## config.mk

```make
export PLATFORM = sky130hd
export DESIGN_NAME = jtag_bus_master
export DESIGN_NICKNAME = d
export VERILOG_FILES = /design/src/rtl/jtag_bus_master.sv
export SDC_FILE = /design/constraint.sdc
export NUM_CORES = 1
export LEC_CHECK = 0
export ABC_AREA = 1
export ABC_CLOCK_PERIOD_IN_PS = 4000
export CORE_MARGIN = 2
export CORE_UTILIZATION = 40
export CTS_CLUSTER_SIZE = 28
export DETAILED_ROUTE_END_ITERATION = 10
export PLACE_DENSITY_LB_ADDON = 0.1
export SLEW_MARGIN = 20
export SYNTH_ARGS = -nofsm -noshare
export SYNTH_HDL_FRONTEND = slang
export SYNTH_SLANG_ARGS = --single-unit
```

## constraint.sdc

```tcl
create_clock -name clock -period 4 [get_ports clock]
set_input_delay 0.8 -clock clock [delete_from_list [all_inputs] [get_ports clock]]
set_output_delay 0.8 -clock clock [all_outputs]
set_load 0.005 [all_outputs]
```

## src/rtl/jtag_bus_master.sv

```systemverilog
// jtag_bus_master
// Moves one burst between a local ping-pong buffer and the system bus,
// started by a command arriving from the JTAG chain1 clock domain.
//   read  command: bus -> buffer, one buffer write per dataValidIn beat
//   write command: buffer -> bus, one bus beat per non-busy cycle
//
// Ports
//   clock, reset          system clock, asynchronous active-high reset
//   cmd_*                 command fields, latched on cmd_valid while idle
//   cmd_ready             high only while idle
//   done                  one-cycle completion pulse (success or error)
//   bus_error             sticky error flag, cleared by the next accepted command
//   buf_addr/we/wdata     buffer port; buf_rdata returns one cycle after buf_addr
//   requestTransaction .. busyIn   bus master interface
//   dbg_state             current FSM state, for observation only
//
// Handshake: a command is taken in the cycle where cmd_valid and cmd_ready
// are both high; cmd_valid in any other cycle has no effect.
//
// Build option: define JTAG_BUS_TIMEOUT_EN to add a watchdog that aborts to
// ERROR after TIMEOUT_CYC idle cycles waiting for grant, read data or a
// busy slave. Without it the block waits indefinitely.
module jtag_bus_master #(
  parameter int BUF_AW      = 8,
  parameter int TIMEOUT_CYC = 255
) (
  input  logic              clock,
  input  logic              reset,
  input  logic              cmd_valid,
  input  logic              cmd_read,
  input  logic [31:0]       cmd_address,
  input  logic [3:0]        cmd_byte_enables,
  input  logic [7:0]        cmd_burst_size,
  output logic              cmd_ready,
  output logic              done,
  output logic              bus_error,
  output logic [BUF_AW-1:0] buf_addr,
  output logic              buf_we,
  output logic [31:0]       buf_wdata,
  input  logic [31:0]       buf_rdata,
  output logic              requestTransaction,
  input  logic              transactionGranted,
  output logic              beginTransactionOut,
  output logic [31:0]       addressDataOut,
  output logic [3:0]        byteEnablesOut,
  output logic [7:0]        burstSizeOut,
  output logic              readNotWriteOut,
  output logic              endTransactionOut,
  output logic              dataValidOut,
  input  logic [31:0]       addressDataIn,
  input  logic              dataValidIn,
  input  logic              endTransactionIn,
  input  logic              busErrorIn,
  input  logic              busyIn,
  output logic [2:0]        dbg_state
);

  typedef enum logic [2:0] {
    IDLE       = 3'd0,
    REQUEST    = 3'd1,
    BEGIN      = 3'd2,
    READ_DATA  = 3'd3,
    WRITE_PRE  = 3'd4,
    WRITE_DATA = 3'd5,
    END        = 3'd6,
    ERROR      = 3'd7
  } state_t;

  state_t      state, state_nxt;
  logic        lat_read;
  logic [31:0] lat_addr;
  logic [3:0]  lat_be;
  logic [7:0]  lat_burst;
  logic [7:0]  beat_cnt;
  logic [7:0]  beat_nxt;
  logic        beat_inc;
  logic        last_beat;
  logic        wd_hit;

  assign beat_nxt  = beat_cnt + 8'd1;
  assign last_beat = (beat_cnt == lat_burst);
  assign dbg_state = state;
  // Gated by reset so every output reads 0 while reset is held.
  assign cmd_ready = (state == IDLE) && !reset;

`ifdef JTAG_BUS_TIMEOUT_EN
  logic [31:0] wd_cnt;
  assign wd_hit = (wd_cnt >= 32'(TIMEOUT_CYC));

  // Counts only cycles spent waiting on the bus; any other state or an
  // accepted beat restarts the count.
  always_ff @(posedge clock or posedge reset) begin
    if (reset) begin
      wd_cnt <= '0;
    end else if ((state_nxt == REQUEST && state != REQUEST) || beat_inc) begin
      wd_cnt <= '0;
    end else if (state == REQUEST || state == READ_DATA ||
                 (state == WRITE_DATA && busyIn)) begin
      wd_cnt <= wd_cnt + 32'd1;
    end else begin
      wd_cnt <= '0;
    end
  end
`else
  logic unused_timeout;
  assign wd_hit         = 1'b0;
  assign unused_timeout = (TIMEOUT_CYC == 0);
`endif

  always_comb begin
    state_nxt           = state;
    beat_inc            = 1'b0;
    done                = 1'b0;
    buf_addr            = '0;
    buf_we              = 1'b0;
    buf_wdata           = '0;
    requestTransaction  = 1'b0;
    beginTransactionOut = 1'b0;
    addressDataOut      = '0;
    byteEnablesOut      = '0;
    burstSizeOut        = '0;
    readNotWriteOut     = 1'b0;
    endTransactionOut   = 1'b0;
    dataValidOut        = 1'b0;
    case (state)
      IDLE: begin
        if (cmd_valid) state_nxt = REQUEST;
      end
      REQUEST: begin
        requestTransaction = 1'b1;
        if (transactionGranted) begin
          state_nxt = BEGIN;
        end else if (wd_hit) begin
          requestTransaction = 1'b0;
          state_nxt          = ERROR;
        end
      end
      BEGIN: begin
        beginTransactionOut = 1'b1;
        addressDataOut      = lat_addr;
        byteEnablesOut      = lat_be;
        burstSizeOut        = lat_burst;
        readNotWriteOut     = lat_read;
        if (busErrorIn)    state_nxt = ERROR;
        else if (lat_read) state_nxt = READ_DATA;
        else               state_nxt = WRITE_PRE;
      end
      READ_DATA: begin
        buf_addr  = BUF_AW'(beat_cnt);
        buf_wdata = addressDataIn;
        // The slave may end the burst only together with the final beat;
        // an error in the same cycle as a beat discards that beat.
        if (busErrorIn || (endTransactionIn && !(dataValidIn && last_beat))) begin
          state_nxt = ERROR;
        end else if (dataValidIn) begin
          buf_we   = 1'b1;
          beat_inc = 1'b1;
          if (last_beat) state_nxt = END;
        end else if (wd_hit) begin
          state_nxt = ERROR;
        end
      end
      WRITE_PRE: begin
        // Present word 0 so buf_rdata holds it on the first data cycle.
        buf_addr = BUF_AW'(beat_cnt);
        if (busErrorIn) state_nxt = ERROR;
        else            state_nxt = WRITE_DATA;
      end
      WRITE_DATA: begin
        dataValidOut   = 1'b1;
        addressDataOut = buf_rdata;
        buf_addr       = BUF_AW'(beat_cnt);
        if (busErrorIn) begin
          state_nxt = ERROR;
        end else if (!busyIn) begin
          // Beat accepted: fetch the next word now so it is ready next cycle.
          buf_addr = BUF_AW'(beat_nxt);
          beat_inc = 1'b1;
          if (last_beat) state_nxt = END;
        end else if (wd_hit) begin
          state_nxt = ERROR;
        end
      end
      END: begin
        done              = 1'b1;
        endTransactionOut = !lat_read;
        state_nxt         = IDLE;
      end
      ERROR: begin
        done              = 1'b1;
        endTransactionOut = 1'b1;
        state_nxt         = IDLE;
      end
      default: state_nxt = IDLE;
    endcase
  end

  always_ff @(posedge clock or posedge reset) begin
    if (reset) begin
      state     <= IDLE;
      lat_read  <= 1'b0;
      lat_addr  <= '0;
      lat_be    <= '0;
      lat_burst <= '0;
      beat_cnt  <= '0;
      bus_error <= 1'b0;
    end else begin
      state <= state_nxt;
      if (state == IDLE && cmd_valid) begin
        lat_read  <= cmd_read;
        lat_addr  <= cmd_address;
        lat_be    <= cmd_byte_enables;
        lat_burst <= cmd_burst_size;
        beat_cnt  <= '0;
        bus_error <= 1'b0;
      end else if (beat_inc) begin
        beat_cnt <= beat_nxt;
      end
      if (state_nxt == ERROR) bus_error <= 1'b1;
    end
  end

endmodule

```

==> out/qor.csv, run 1 <==
metric,value,unit
status,"finished, final reports clean",
root buffer cell,clkbuf_8,
Sink Count,57,
area fraction in compound gates after synthesis,14.2,%
Detail Placement HPWL,8.44,mm
critical path class,reg -> out,
# DRC,0,
pre-CTS setup slack,0.618,ns
Layout area overhead,72.9,%
Initial DRC Count,100,
Final setup viols,0,
Layout Cells excl Fill,807,
fin nets,815,
CP Launch Type,flop,
CTS tree,done,
Die H,95.8,um
Starting Density,41.2,%
vias in the first global route,3637,
adder-cell share of the synthesized area,0.371,%
Final period util,88.0,%
Netlist cell types,27,
syn avg cell area,6.88,um2
RR Startpoint,dbg_state[0],
Port Buffer Count,212,
"flops & latches, synth",57,
maximum VDD drop,0.247,mV
Antenna Violating Nets Remaining,0,
HP Start,lat_addr[30],
wire length per cell,13.3,um
Mapped Area,0.00337,mm2
Post-Synth XOR/XNOR Area,2.34,%
Placed Cells,791,
total number of vias,3836,
Pins Over Slew Limit,0,
Worst Tran Pin Value,0.882,ns
Clock Skew,0.00998,ns
share of cells above drive strength 1,6.27,%
clk_lat worst skew,0.33,ns
Inserted Clock Buffers,9,
die width,95.8,um
GRT Util Overall,22.9,%
Fin Setup TNS,0,ns
Crit path required time,3.20,ns
Hold Crit Class,reg -> reg,
mux cell area share after synthesis,0,%
crit path capture type,output port,
final setup margin,0.480,ns
Worst Path Max Fanout,35,
total core area,0.00818,mm2
Highest Clock Rate,284,MHz
final WL,10.7,mm
routed wl met3,1.06,mm
metal2 WL,5.44,mm
"Seq/Total Area, Yosys",42.3,%
total power,3.21,mW
max cap viols,0,
largest family of logic cells by synthesized area,simple AND/OR/NAND/NOR gates,
Ports,213,
Final Hold Vio Count,0,
highest metal layer with signal wires,met4,
initial antenna violation count,0,
H-Tree Depth,3,
Post-CTS Setup Bufs,0,
global route total overflow,0,
synth warn,0,
die area,0.00918,mm2
"Hold-fix buffers, CTS",0,
M1 WL,3.86,mm
clock buffer depth,2,
Leakage,2.72,nW
drt pass-1 iters,5,
CP startpoint,dbg_state[2],
CTS resizes,0,
Worst-path clk slew,0.07,ns
Final Core Density,71.3,%
power per cell area,551,mW/mm2
GP Congestion,0.866,
Simple-Gate Fraction of Synth Area,27.7,%
Mapped Nets,608,
first-pass GRT wire length,16.3,mm
largest net degree at the start of global routing,52,
Ant. Diodes,0,
Synth Instances,490,
Tmin final,3.52,ns
slew margin rel.,41.2,%
Worst Path Arrival,2.72,ns
RSZ-0062 raised after global routing,no,
drt via density,4.75,
# rows,33,
## layout by cell type (no fill, tap or decap), drive strengths merged, types with 5 or more instances in the layout
cell type      Yosys  routed
clkdlybuf4s50      0     212
nand2            145     145
inv               96      95
o21ai             62      62
dfrtp             57      57
nor2              54      54
nand3             18      18
clkbuf            13      11
a22o              10      10
a21oi              7       7
xor2               6       6
o22ai              5       5
## cells in the mapped netlist (all sizes together)
| library cell | count | area share [%] |
|---|---|---|
| xor2 | 6 | 1.6 |
| nor2 | 54 | 6.3 |
| ha | 1 | 0.37 |
| inv | 96 | 11 |
| o21ai | 62 | 9.2 |
| a22o | 10 | 2.6 |
| xnor2 | 3 | 0.78 |
| nor4 | 1 | 0.19 |
| nor3 | 3 | 1.3 |
| o211ai | 1 | 0.22 |
| clkbuf | 13 | 1.4 |
| nand3 | 18 | 3.3 |
| a21oi | 7 | 1.3 |
| buf | 7 | 0.96 |
| nand2 | 145 | 16 |
| dfrtp | 57 | 42 |
| nand3b | 1 | 0.22 |
| o22ai | 5 | 0.93 |
## metrics by stage
stage	area [um2]	hold slack [ns]
after floorplan	3370	0.450
after global placement	5590	0.470
after detailed placement	5590	0.471
after CTS	5830	0.486
after global routing	5830	0.523
final	5830	0.484
## routing by layer
metal  up-vias  global-route usage, %
met1      1712                   24.2
met4         0                   12.4
met5         -                      0
met2       188                   41.0
li1       1908                      -
met3        28                   6.26
## final cells by class
cell class / instances / area, um2
clock buffer: 11 / 141
clock inverter: 5 / 103
fill: 655 / 2340
inverter: 96 / 362
multi-input combinational: 317 / 1500
sequential: 57 / 1430
tap: 105 / 131
timing repair buffer: 216 / 2160
## sequential cells by signal, indices dropped and copies added (netlist names)
name       cells
beat_cnt       8
lat_read       1
lat_addr      32
lat_burst      8
dbg_state      3
bus_error      1
lat_be         4
## cell families (layout without fill, tap and decap cells)
kind of cell,Yosys count,in the layout
xor gates and xnor gates,9,9
and+or+nand+nor,222,222
adders and majority gates,1,1
AOI/OAI and AO/OA,85,85
buffers and inverters,116,328
DFF,57,57
## worst max-delay path: stages, from the launching register on
cell and delay [ns]:
dfrtp_1 0.51, nor3_4 0.59, inv_2 0.42, o21ai_0 0.31, clkdlybuf4s50_1 0.56
## path summary, 6_finish.rpt
path,endpoint,slack (ns),depth (start not counted)
worst max register to register,lat_addr[18],1.85,6
worst min register to register,lat_addr[30],0.48,2
min in group asynchronous,lat_addr[3],1.00,2
max in group asynchronous,bus_error,2.42,3
worst max-delay path,addressDataOut[14],0.48,4
worst min-delay path,lat_addr[30],0.48,2
## where the power goes
part	switching (mW)	total, mW	leakage, nW	internal, mW
clock	0.224	0.654	0.120	0.430
combinational	0.797	1.59	1.88	0.791
sequential	0.144	0.969	0.715	0.826
Power figures use the tool's default switching activity.
==> run 2: changes to the inputs <==
Settings changed: CORE_MARGIN 2 to 10.
==> out/qor.csv, run 2 (synthesized netlist as in run 1, its figures left out) <==
metric,value,unit
Worst Path Max Fanout,6,
Worst Tran Pin Value,0.737,ns
final WL,12.4,mm
Worst-path clk slew,0.06,ns
Final Core Density,70.0,%
total number of vias,3816,
crit path capture type,output port,
power per cell area,530,mW/mm2
CP Launch Type,input pin,
CTS resizes,0,
Ports,213,
Highest Clock Rate,294,MHz
H-Tree Depth,3,
Fin Setup TNS,0,ns
Detail Placement HPWL,10.0,mm
critical path class,in -> out,
initial antenna violation count,0,
# DRC,0,
# rows,33,
die area,0.0125,mm2
Die H,112,um
clock buffer depth,2,
largest registers,"lat_addr x32, beat_cnt x8, lat_burst x8",
root buffer cell,clkbuf_8,
Crit path required time,3.20,ns
Largest register FFs,32,
global route total overflow,0,
"Hold-fix buffers, CTS",0,
total power,3.05,mW
Tmin final,3.41,ns
Inserted Clock Buffers,9,
Port Buffer Count,212,
"Most flops, register",lat_addr,
Antenna Violating Nets Remaining,0,
GRT Util Overall,19.0,%
die width,112,um
slew margin rel.,50.8,%
"commonest non-fill, non-tap cells in the layout","clkdlybuf4s50_1, nand2_1, inv_1",
"most common cell after layout, fill and taps aside",clkdlybuf4s50_1,
largest net degree at the start of global routing,49,
Initial DRC Count,223,
Layout area overhead,70.6,%
GP Congestion,0.830,
Ant. Diodes,0,
RSZ-0062 raised after global routing,no,
maximum VDD drop,0.290,mV
status,"finished, final reports clean",
Final period util,85.2,%
Post-CTS Setup Bufs,0,
wire length per cell,15.3,um
HP Start,bus_error,
drt pass-1 iters,4,
fin nets,815,
CP startpoint,busErrorIn,
Clock Skew,0.0153,ns
Hold Crit Class,reg -> reg,
RR Startpoint,dbg_state[0],
Final setup viols,0,
clk_lat worst skew,0.34,ns
max cap viols,0,
Leakage,2.68,nW
Sink Count,57,
total core area,0.00822,mm2
share of cells above drive strength 1,6.41,%
Final Hold Vio Count,0,
vias in the first global route,3837,
final hold slack,0.482,ns
first-pass GRT wire length,19.7,mm
CTS tree,done,
Pins Over Slew Limit,0,
Worst Path Arrival,2.61,ns
drt via density,4.73,
Starting Density,41.0,%
run 2: cell types whose count changed in the layout (fill, tap and decap cells not counted), sizes merged:
| cell | change |
|---|---|
| clkinv | +1 |
| clkinvlp | +1 |
| bufinv | -3 |
| clkbuf | -1 |
| inv | +2 |
run 2: worst max-delay path, cell delays in order:
cell             delay (ns)
clkdlybuf4s50_1        0.50
nor2_1                 0.14
inv_1                  0.08
nor2_2                 0.23
inv_2                  0.13
o22ai_1                0.20
clkdlybuf4s50_1        0.54
run 2: worst paths after layout:
kind,endpoint,slack [ns],cells past startpoint
max in group asynchronous,lat_addr[10],2.31,3
worst min register to register,bus_error,0.48,2
worst max register to register,lat_addr[20],1.61,5
worst min-delay path,bus_error,0.48,2
min in group asynchronous,lat_addr[29],0.90,2
worst max-delay path,buf_addr[6],0.59,7
run 2: layout make-up:
class	instances	area, um2
fillers	686	2460
clock inverters	6	42.5
clock buffers	10	138
inverters	96	360
flip-flops and latches	57	1430
repair buffers	216	2150
well taps	105	131
multi-input cells	317	1500
run 2: power by group:
group	switching [mW]	internal, mW	total, mW	leakage (nW)
sequential	0.144	0.826	0.970	0.715
clock	0.236	0.242	0.478	0.0887
combinational	0.814	0.790	1.60	1.88
run 2: per-layer routing:
layer | vias up | part of all wire (%) | GRT usage, %
li1 | 1909 | - | -
met1 | 1738 | 38 | 20.4
met2 | 153 | 50 | 33.7
met3 | 16 | 11 | 7.62
met4 | 0 | 1.2 | 5.31
met5 | - | 0 | 0
run 2: stage by stage:
stage          cell area [um2]  setup slack, ns  instances
3_3_place_gp              5570            0.609        791
3_5_place_dp              5570            0.592        791
6_report                  5750            0.593        807
4_1_cts                   5750            0.584        807
5_1_grt                   5750            0.375        807
2_1_floorplan             3370             1.77        490
==> run 3: changes to the inputs <==
Settings changed: CORE_MARGIN 10 to default, SETUP_SLACK_MARGIN from default to 0.02.
==> out/qor.csv, run 3 (synthesized netlist as in run 1, its figures left out) <==
metric,value,unit
Hold Crit Class,reg -> reg,
H-Tree Depth,3,
Leakage,2.70,nW
Worst Tran Pin Value,0.836,ns
Reg area,0.00143,mm2
Sink Count,57,
largest net degree at the start of global routing,49,
Final setup viols,0,
flop2flop setup slack,1.70,ns
Initial DRC Count,148,
GRT Util Overall,24.1,%
final WL,10.4,mm
Largest register FFs,32,
Tmin final,3.55,ns
Highest Clock Rate,282,MHz
Detail Placement HPWL,8.16,mm
max cap viols,0,
die area,0.00880,mm2
M1 GR Usage,26.3,%
power per cell area,533,mW/mm2
"most common cell after layout, fill and taps aside",clkdlybuf4s50_1,
wire length per cell,12.9,um
Layout area overhead,71.3,%
Worst-path clk slew,0.06,ns
Final period util,88.8,%
Clock Skew,0.00767,ns
share of cells above drive strength 1,5.98,%
CP startpoint,busErrorIn,
M2 GR Usage,44.0,%
largest registers,"lat_addr x32, beat_cnt x8, lat_burst x8",
total number of vias,3823,
initial antenna violation count,0,
Post-CTS Setup Bufs,0,
Worst Path Max Fanout,6,
Antenna Violating Nets Remaining,0,
RR Startpoint,dbg_state[0],
CTS tree,done,
drt via density,4.74,
first-pass GRT wire length,16.4,mm
Post-DP Area,0.00559,mm2
CP Launch Type,input pin,
final-layout fill cell count,706,
area of the multi-input gates,0.00150,mm2
Inserted Clock Buffers,9,
RSZ-0062 raised after global routing,no,
Port Buffer Count,212,
GP Congestion,0.928,
clock buffer depth,2,
Final Hold Vio Count,0,
"Hold-fix buffers, CTS",0,
root buffer cell,clkbuf_8,
Starting Density,41.2,%
Global Route met3 Usage,6.23,%
Layout Cells excl Fill,807,
# DRC,0,
Placed Cells,791,
Worst Path Arrival,2.75,ns
crit path capture type,output port,
Ports,213,
critical path class,in -> out,
Final Cell Area,0.00578,mm2
clk_lat worst skew,0.32,ns
global route total overflow,0,
total power,3.08,mW
"commonest non-fill, non-tap cells in the layout","clkdlybuf4s50_1, nand2_1, inv_1",
HP Start,bus_error,
total core area,0.00818,mm2
Final Core Density,70.7,%
Pins Over Slew Limit,0,
# rows,33,
Fin Setup TNS,0,ns
"Most flops, register",lat_addr,
Ant. Diodes,0,
slew margin rel.,44.2,%
Crit path required time,3.20,ns
drt pass-1 iters,4,
maximum VDD drop,0.268,mV
status,"finished, final reports clean",
fin nets,815,
CTS resizes,0,
vias in the first global route,3570,
Top Usage Layer GRT,met2,
Die H,93.8,um
die width,93.8,um
## run 3: cell count changes in the layout (fill, tap and decap cells not counted), sizes merged
cell,before,now
clkbuf,10,13
inv,97,95
clkinvlp,2,0
bufinv,0,1
## run 3: area by class of cell
class,count,share of cell area [%]
inverter,96,6.26
tap,105,2.27
clock buffer,13,2.58
sequential,57,24.7
multi-input combinational,317,26.0
clock inverter,3,0.693
timing repair buffer,216,37.5
## run 3: worst max-delay path, stage by stage
cell and delay (ns):
clkdlybuf4s50_1 0.50, nor2_1 0.22, inv_1 0.11, nor2_2 0.26
inv_2 0.13, o22ai_1 0.20, clkdlybuf4s50_1 0.54
## run 3: power breakdown
part	switching, mW	internal, mW	total (mW)
combinational	0.788	0.795	1.58
clock	0.217	0.304	0.521
sequential	0.146	0.826	0.972
## run 3: metal layers
layer  up-vias  wire [um]
met2       172       5320
li1       1905          -
met5         -          0
met3        10        906
met4         0        182
met1      1736       4020
## run 3: path summary, 6_finish.rpt
path	end	cells past startpoint
max in group asynchronous	lat_burst[4]	3
hold reg to reg	bus_error	2
min in group asynchronous	lat_addr[29]	2
setup / recovery	buf_addr[3]	7
hold / removal	bus_error	2
setup reg to reg	lat_addr[15]	6
## run 3: metrics by stage
stage / hold slack [ns] / setup slack (ns)
final: 0.479 / 0.448
after global routing: 0.506 / 0.363
after CTS: 0.486 / 0.466
after detailed placement: 0.465 / 0.472
after global placement: 0.463 / 0.542
after floorplan: 0.450 / 1.77
